[src/rtl/accum_quantize_pkg.sv]
// Shared int8 requantization helpers for the accumulate, pooling and ReLU stages.
package accum_quantize_pkg;

   localparam logic signed [7:0] INT8_MIN = -8'sd128;
   localparam logic signed [7:0] INT8_MAX = 8'sd127;

   typedef struct packed {
      logic signed [7:0] value;
      logic              sat;
   } sat8_t;

   // Clamp a wide signed value into int8 and report whether the clamp engaged.
   function automatic sat8_t sat8(input logic signed [63:0] x);
      sat8_t r;
      if (x > 64'(INT8_MAX)) begin
         r.value = INT8_MAX;
         r.sat   = 1'b1;
      end else if (x < 64'(INT8_MIN)) begin
         r.value = INT8_MIN;
         r.sat   = 1'b1;
      end else begin
         r.value = x[7:0];
         r.sat   = 1'b0;
      end
      return r;
   endfunction

   // Round half up, then arithmetic right shift.
   function automatic logic signed [63:0] round_shift(input logic signed [63:0] x,
                                                      input int unsigned    shift);
      return (x + (64'sd1 <<< (shift - 1))) >>> shift;
   endfunction

endpackage

[src/rtl/accum_quantize_sync_fifo.sv]
// Show-ahead synchronous FIFO with occupancy count; head entry is visible while not empty.
module sync_fifo #(
   parameter int WIDTH = 8,
   parameter int DEPTH = 4
) (
   input  logic                     clock,
   input  logic                     reset,
   input  logic                     push,
   input  logic [WIDTH-1:0]         push_data,
   input  logic                     pop,
   output logic [WIDTH-1:0]         pop_data,
   output logic [$clog2(DEPTH):0]   count,
   output logic                     full,
   output logic                     empty
);

   localparam int AW = $clog2(DEPTH);

   logic [WIDTH-1:0] mem [DEPTH];
   logic [AW-1:0]    wr_ptr;
   logic [AW-1:0]    rd_ptr;
   logic             do_push;
   logic             do_pop;

   assign empty   = (count == '0);
   assign full    = (count == (AW+1)'(DEPTH));
   assign do_pop  = pop && !empty;
   assign do_push = push && (!full || do_pop);

   // Gate the head so out_data reads 0 rather than stale storage when empty.
   assign pop_data = empty ? '0 : mem[rd_ptr];

   always_ff @(posedge clock) begin
      // NOTE: sequential state uses non-blocking assignments so every register samples pre-edge values.
      if (reset) begin
         wr_ptr <= '0;
         rd_ptr <= '0;
         count  <= '0;
      end else begin
         if (do_push) wr_ptr <= wr_ptr + 1'b1;
         if (do_pop)  rd_ptr <= rd_ptr + 1'b1;
         case ({do_push, do_pop})
            2'b10:   count <= count + 1'b1;
            2'b01:   count <= count - 1'b1;
            default: count <= count;
         endcase
      end
   end

   // NOTE: storage is deliberately not reset; the pointers and count define which entries are live.
   always_ff @(posedge clock) begin
      if (do_push) mem[wr_ptr] <= push_data;
   end

endmodule

[src/rtl/accum_quantize.sv]
// Accumulates NUM_PASSES partial sums plus bias, requantizes to int8 and buffers results.
module accum_quantize
   import accum_quantize_pkg::*;
#(
   parameter int NUM_PASSES = 9,
   parameter int ACC_WIDTH  = 40,
   parameter int SHIFT      = 8,
   parameter int FIFO_DEPTH = 4
) (
   input  logic               clock,
   input  logic               reset,
   input  logic               in_valid,
   output logic               in_ready,
   input  logic signed [31:0] in_data,
   input  logic signed [31:0] bias,
   input  logic               relu_en,
   input  logic               group_clear,
   output logic               out_valid,
   input  logic               out_ready,
   output logic signed [7:0]  out_data,
   output logic               sat_flag
);

   localparam int CNT_W = (NUM_PASSES > 1) ? $clog2(NUM_PASSES) : 1;
   localparam int FCW   = $clog2(FIFO_DEPTH) + 1;
   localparam int OCC_W = FCW + 1;
   localparam logic signed [ACC_WIDTH:0] ROUND = (ACC_WIDTH+1)'(1) << (SHIFT - 1);

   logic [CNT_W-1:0]            pass_cnt;
   logic signed [ACC_WIDTH-1:0] acc;
   logic signed [ACC_WIDTH-1:0] acc_next;
   logic signed [ACC_WIDTH-1:0] data_ext;
   logic signed [ACC_WIDTH-1:0] bias_ext;
   logic                        accept;
   logic                        last_beat;

   logic                        q1_v;
   logic signed [ACC_WIDTH:0]   q1;
   logic                        q1_relu;
   logic signed [ACC_WIDTH:0]   shifted;
   logic signed [ACC_WIDTH:0]   relu_val;
   sat8_t                       q2_next;
   logic                        q2_v;
   logic signed [7:0]           q2;

   logic [FCW-1:0]              fifo_count;
   logic                        fifo_full;
   logic                        fifo_empty;
   logic [7:0]                  fifo_data;
   logic [OCC_W-1:0]            occupancy;

   assign data_ext  = {{(ACC_WIDTH-32){in_data[31]}}, in_data};
   assign bias_ext  = {{(ACC_WIDTH-32){bias[31]}}, bias};
   assign last_beat = (pass_cnt == CNT_W'(NUM_PASSES - 1));

   // Results already in Q1/Q2 hold a FIFO slot, so a full FIFO can never be overrun.
   assign occupancy = OCC_W'(fifo_count) + OCC_W'(q1_v) + OCC_W'(q2_v);
   assign in_ready  = !reset && !fifo_full && (occupancy < OCC_W'(FIFO_DEPTH));
   assign accept    = in_valid && in_ready && !group_clear;

   always_comb begin
      // NOTE: every combinational output gets a default first so no path can infer a latch.
      acc_next = acc + data_ext;
      if (pass_cnt == '0) acc_next = bias_ext + data_ext;

      shifted  = q1 >>> SHIFT;
      relu_val = shifted;
      if (q1_relu && shifted[ACC_WIDTH]) relu_val = '0;
      q2_next  = sat8(64'(relu_val));
   end

   always_ff @(posedge clock) begin
      if (reset) begin
         pass_cnt <= '0;
         acc      <= '0;
         q1_v     <= 1'b0;
         q1       <= '0;
         q1_relu  <= 1'b0;
         q2_v     <= 1'b0;
         q2       <= '0;
         sat_flag <= 1'b0;
      end else begin
         if (group_clear) begin
            pass_cnt <= '0;
            acc      <= '0;
         end else if (accept) begin
            pass_cnt <= last_beat ? '0 : pass_cnt + 1'b1;
            acc      <= last_beat ? '0 : acc_next;
         end

         q1_v <= accept && last_beat;
         if (accept && last_beat) begin
            q1      <= {acc_next[ACC_WIDTH-1], acc_next} + ROUND;
            q1_relu <= relu_en;
         end

         q2_v <= q1_v;
         if (q1_v) begin
            q2 <= q2_next.value;
            if (q2_next.sat) sat_flag <= 1'b1;
         end
      end
   end

   sync_fifo #(
      .WIDTH (8),
      .DEPTH (FIFO_DEPTH)
   ) u_fifo (
      .clock     (clock),
      .reset     (reset),
      .push      (q2_v),
      .push_data (q2),
      .pop       (out_ready),
      .pop_data  (fifo_data),
      .count     (fifo_count),
      .full      (fifo_full),
      .empty     (fifo_empty)
   );

   assign out_valid = !fifo_empty;
   assign out_data  = fifo_data;

endmodule

[config.mk]
export PLATFORM = sky130hd
export DESIGN_NAME = accum_quantize
export DESIGN_NICKNAME = d
export VERILOG_FILES = /design/src/rtl/accum_quantize_pkg.sv /design/src/rtl/accum_quantize_sync_fifo.sv /design/src/rtl/accum_quantize.sv
export SDC_FILE = /design/constraint.sdc
export NUM_CORES = 1
export LEC_CHECK = 0
export ABC_AREA = 1
export CAP_MARGIN = 20
export CORE_ASPECT_RATIO = 0.7
export CORE_UTILIZATION = 57
export DETAILED_ROUTE_END_ITERATION = 12
export PLACE_DENSITY_LB_ADDON = 0.08
export RECOVER_POWER = 50
export SETUP_SLACK_MARGIN = 0.2
export SYNTH_ARGS = -nofsm -noshare
export SYNTH_HDL_FRONTEND = slang
export SYNTH_SLANG_ARGS = --single-unit
[constraint.sdc]
create_clock -name clock -period 6.7 [get_ports clock]
set_clock_uncertainty 0.05 [all_clocks]
set_input_delay 1.34 -clock clock [delete_from_list [all_inputs] [get_ports clock]]
set_output_delay 1.34 -clock clock [all_outputs]
set_load 0.02 [all_outputs]
==> run metrics <==
CP endpoint kind=register; Synth Instances=2241; PwrDens=201 nW/um2; Port Buffers=80; total track usage=39.9%; Netlist Area Pre-Place=12900 um2; Die Ht=128 um; CTS Buffer Depth=2; Final Non-Filler Cells=2602; Slowest cell on crit path=clkbuf_1; first-pass GRT wire length=70300 um; routed len/inst=17.9 um; Peak VDD IR=0.194 mV; clock slew at reported path FFs=0.07 ns; Setup Buffers After CTS=0; reg2reg end=q1[11]$_SDFFE_PP0P_; synth warn=0; maximum number of pins on one net before global-route repair=43; Worst path max stage delay=1.08 ns; Ports=81; post-synthesis async set-or-reset flop share=0%; Worst-Skew Late Latency=0.44 ns; Vias=14739; delay-heaviest family, CP=buffers and inverters; WHS Endpoint=acc[12]$_SDFFE_PP0P_; status=finished, violations left; placer congestion estimate=1.05; Post-synth EDFFs=32; Post-Syn Area per Cell=5.76 um2; failing checks=max-capacitance violations, max-slew violations; Die W=182 um; Top FF cell, synth=dfxtp_1; sequential area share after synthesis=22.6%; H-tree depth=4; Hold Path Cell Cnt=2; syn_nets=2393; root buf cell=clkbuf_16; Min-Delay Startpoint=acc[12]$_SDFFE_PP0P_; share of layout cells above drive strength 1=7.16%; initial antenna violation count=0; Final setup viols=0; core footprint=22000 um2; crit path buf inv count=5; # DRC=0; Post-Route WL=46600 um; HPWL Detailed=37600 um; fmax=185 MHz; slew margin rel.=-51.1%; leak pwr=7.55 nW; row count=45; Hold Path Class=register to register; max-capacitance violation count=1; final net count=2459; max-slew violation count=43; Tmin final=5.40 ns; reg-to-reg critical path startpoint=u_fifo.count[0]$_SDFFE_PP0P_; first-iteration detailed-routing DRC count=1880; accumulated negative setup slack=0 ns; post-synthesis cell type count=53; Setup Crit Path Kind=primary input to register; Overflow after GRT=0; CP max FO=38; worst reg2reg setup slack=1.91 ns; Post-CTS Hold Buffers=0; RSZ-0062 raised after global routing=no; total CTS buffers=17; post-CTS resize count=0; Worst Path Required=6.92 ns; crit share post-route=80.7%; CTS tree=built; FF-to-FF path depth=12; arrival time worst endpoint=5.62 ns; final antenna-violating net count=0; Cells after DPL=2570; drt pass-1 iters=6; Fin Hold WS=0.422 ns; critical path launch point type=primary input; CTS Sinks=130; die area=23300 um2; Synth Register Bits=130; Slew @ Worst Pin=2.27 ns; Fin. Hold Viols=0; Layout area overhead=12.4%; post-DR vias/cell=5.66; vias in the first global route=12694; crit path cell chain=dlygate4sd3_1 > nor2_1 > clkinv_1 > nor2_2 > inv_1 > nor2_2 > clkbuf_1 > inv_1 > a21oi_1 > a211oi_1; starting density of the core=58.8%
per-stage QoR:
step / setup slack [ns] / area [um2] / utilization, % / power [mW]
after floorplan: 2.78 / 12900 / - / 1.57
after global placement: 1.44 / 14000 / 63.5 / 1.93
after detailed placement: 1.40 / 14000 / 63.5 / 1.95
after CTS: 1.81 / 14500 / 66.1 / 2.88
after global routing: 0.971 / 14500 / 66.1 / 3.04
final: 1.30 / 14500 / 66.1 / 2.92
power breakdown:
group	internal, mW	switching [mW]	total (mW)	leakage (nW)
Sequential	0.821	0.0276	0.848	1.06
Clock	0.555	0.382	0.938	0.287
Combinational	0.340	0.791	1.13	6.20
cells in the final DEF (no fill, tap or decap), types with 3 or more instances in the layout:
cell type and instances:
inv_1 422, a21oi_1 119, o21ai_1 5, buf_4 3
dfxtp_1 98, fa_1 3, xnor2_1 6, nor2_4 11
nand3b_1 11, nor2_1 199, nand2_2 36, nor3_1 24
dlygate4sd3_1 3, nor4_1 9, a22oi_1 9, o211ai_1 6
inv_4 3, clkdlybuf4s50_1 77, nand3_2 13, ha_1 79
nand4_1 41, nor2_2 32, inv_2 26, and2_1 6
clkinv_1 6, clkinv_2 5, o21ai_0 64, xor2_1 13
edfxtp_1 32, and3_1 3, nand2_1 735, clkbuf_16 17
o221ai_1 6, nand3_1 160, nor3_2 3
tightest hold or removal path: cells and delay by family (launching register included):
| family | cells | cell delay (ns) |
|---|---|---|
| compound gates | 1 | 0.05 |
| simple gates | 1 | 0.06 |
| flops | 1 | 0.31 |
Yosys cell counts (3+ instances only):
cell | instances | share of area [%]
nand2_1 | 735 | 21
inv_1 | 422 | 12
nor2_1 | 201 | 5.8
nand3_1 | 160 | 6.2
a21oi_1 | 119 | 4.6
dfxtp_1 | 98 | 15
ha_1 | 79 | 7.7
o21ai_0 | 64 | 2.5
nand4_1 | 41 | 2.0
nand2_2 | 36 | 1.7
edfxtp_1 | 32 | 7.4
nor2_2 | 30 | 1.5
inv_2 | 26 | 0.76
nor3_1 | 24 | 0.93
clkbuf_1 | 23 | 0.67
nand3_2 | 13 | 1.0
xor2_1 | 13 | 0.88
nand3b_1 | 11 | 0.64
nor2_4 | 11 | 0.96
a22oi_1 | 9 | 0.52
buf_2 | 9 | 0.35
nor4_1 | 9 | 0.44
and2_1 | 6 | 0.29
clkinv_1 | 6 | 0.17
o211ai_1 | 6 | 0.35
o221ai_1 | 6 | 0.41
xnor2_1 | 6 | 0.41
o21ai_1 | 5 | 0.19
buf_1 | 4 | 0.12
and3_1 | 3 | 0.15
fa_1 | 3 | 0.46
nor3_2 | 3 | 0.23
registers in the layout, indices dropped and copies added, names as in the netlist, named ones only:
name and count:
pass_cnt 4, u_fifo.rd_ptr 2, acc 40, u_fifo.count 3, sat_flag 1, q1_relu 1, q1_v 1, q2 8
u_fifo.mem 32, q2_v 1, q1 33, u_fifo.wr_ptr 2
metal layers:
metal	part of all wire, %	wire length [um]	global-route usage [%]	up-vias
met5	0	0	0	-
met4	2.1	975	10.2	0
met3	15	7130	14.0	83
met2	37	17300	53.3	934
met1	46	21200	59.3	6577
li1	-	-	-	7145
logic make-up after synthesis:
| logic type | share of synthesized area, % |
|---|---|
| simple gates | 43.9 |
| buf+inv | 14.5 |
| compound gates | 9.56 |
| flops | 22.6 |
| fa+ha+maj | 8.12 |
| xor+xnor | 1.29 |
layout make-up:
type,instances,area (um2)
multi-input cells,1618,8130
diodes,1,2.50
inverters,455,1710
repair buffers,85,831
clock inverters,13,133
clock buffers,18,439
flip-flops and latches,130,2920
well taps,282,353
fillers,2099,7440
worst max-delay path by stage:
stage | startpoint | end | slack, ns | cells past startpoint
final | reset | q1[11]$_SDFFE_PP0P_ | 1.30 | 10
after global routing | reset | q1[12]$_SDFFE_PP0P_ | 0.97 | 12
after CTS | in_data[0] | q1[29]$_SDFFE_PP0P_ | 1.81 | 25
after detailed placement | in_data[0] | q1[18]$_SDFFE_PP0P_ | 1.40 | 21
after global placement | in_data[0] | q1[29]$_SDFFE_PP0P_ | 1.44 | 25
after floorplan | in_data[0] | q1[29]$_SDFFE_PP0P_ | 2.78 | 24
(Power assumes the default switching activity.)
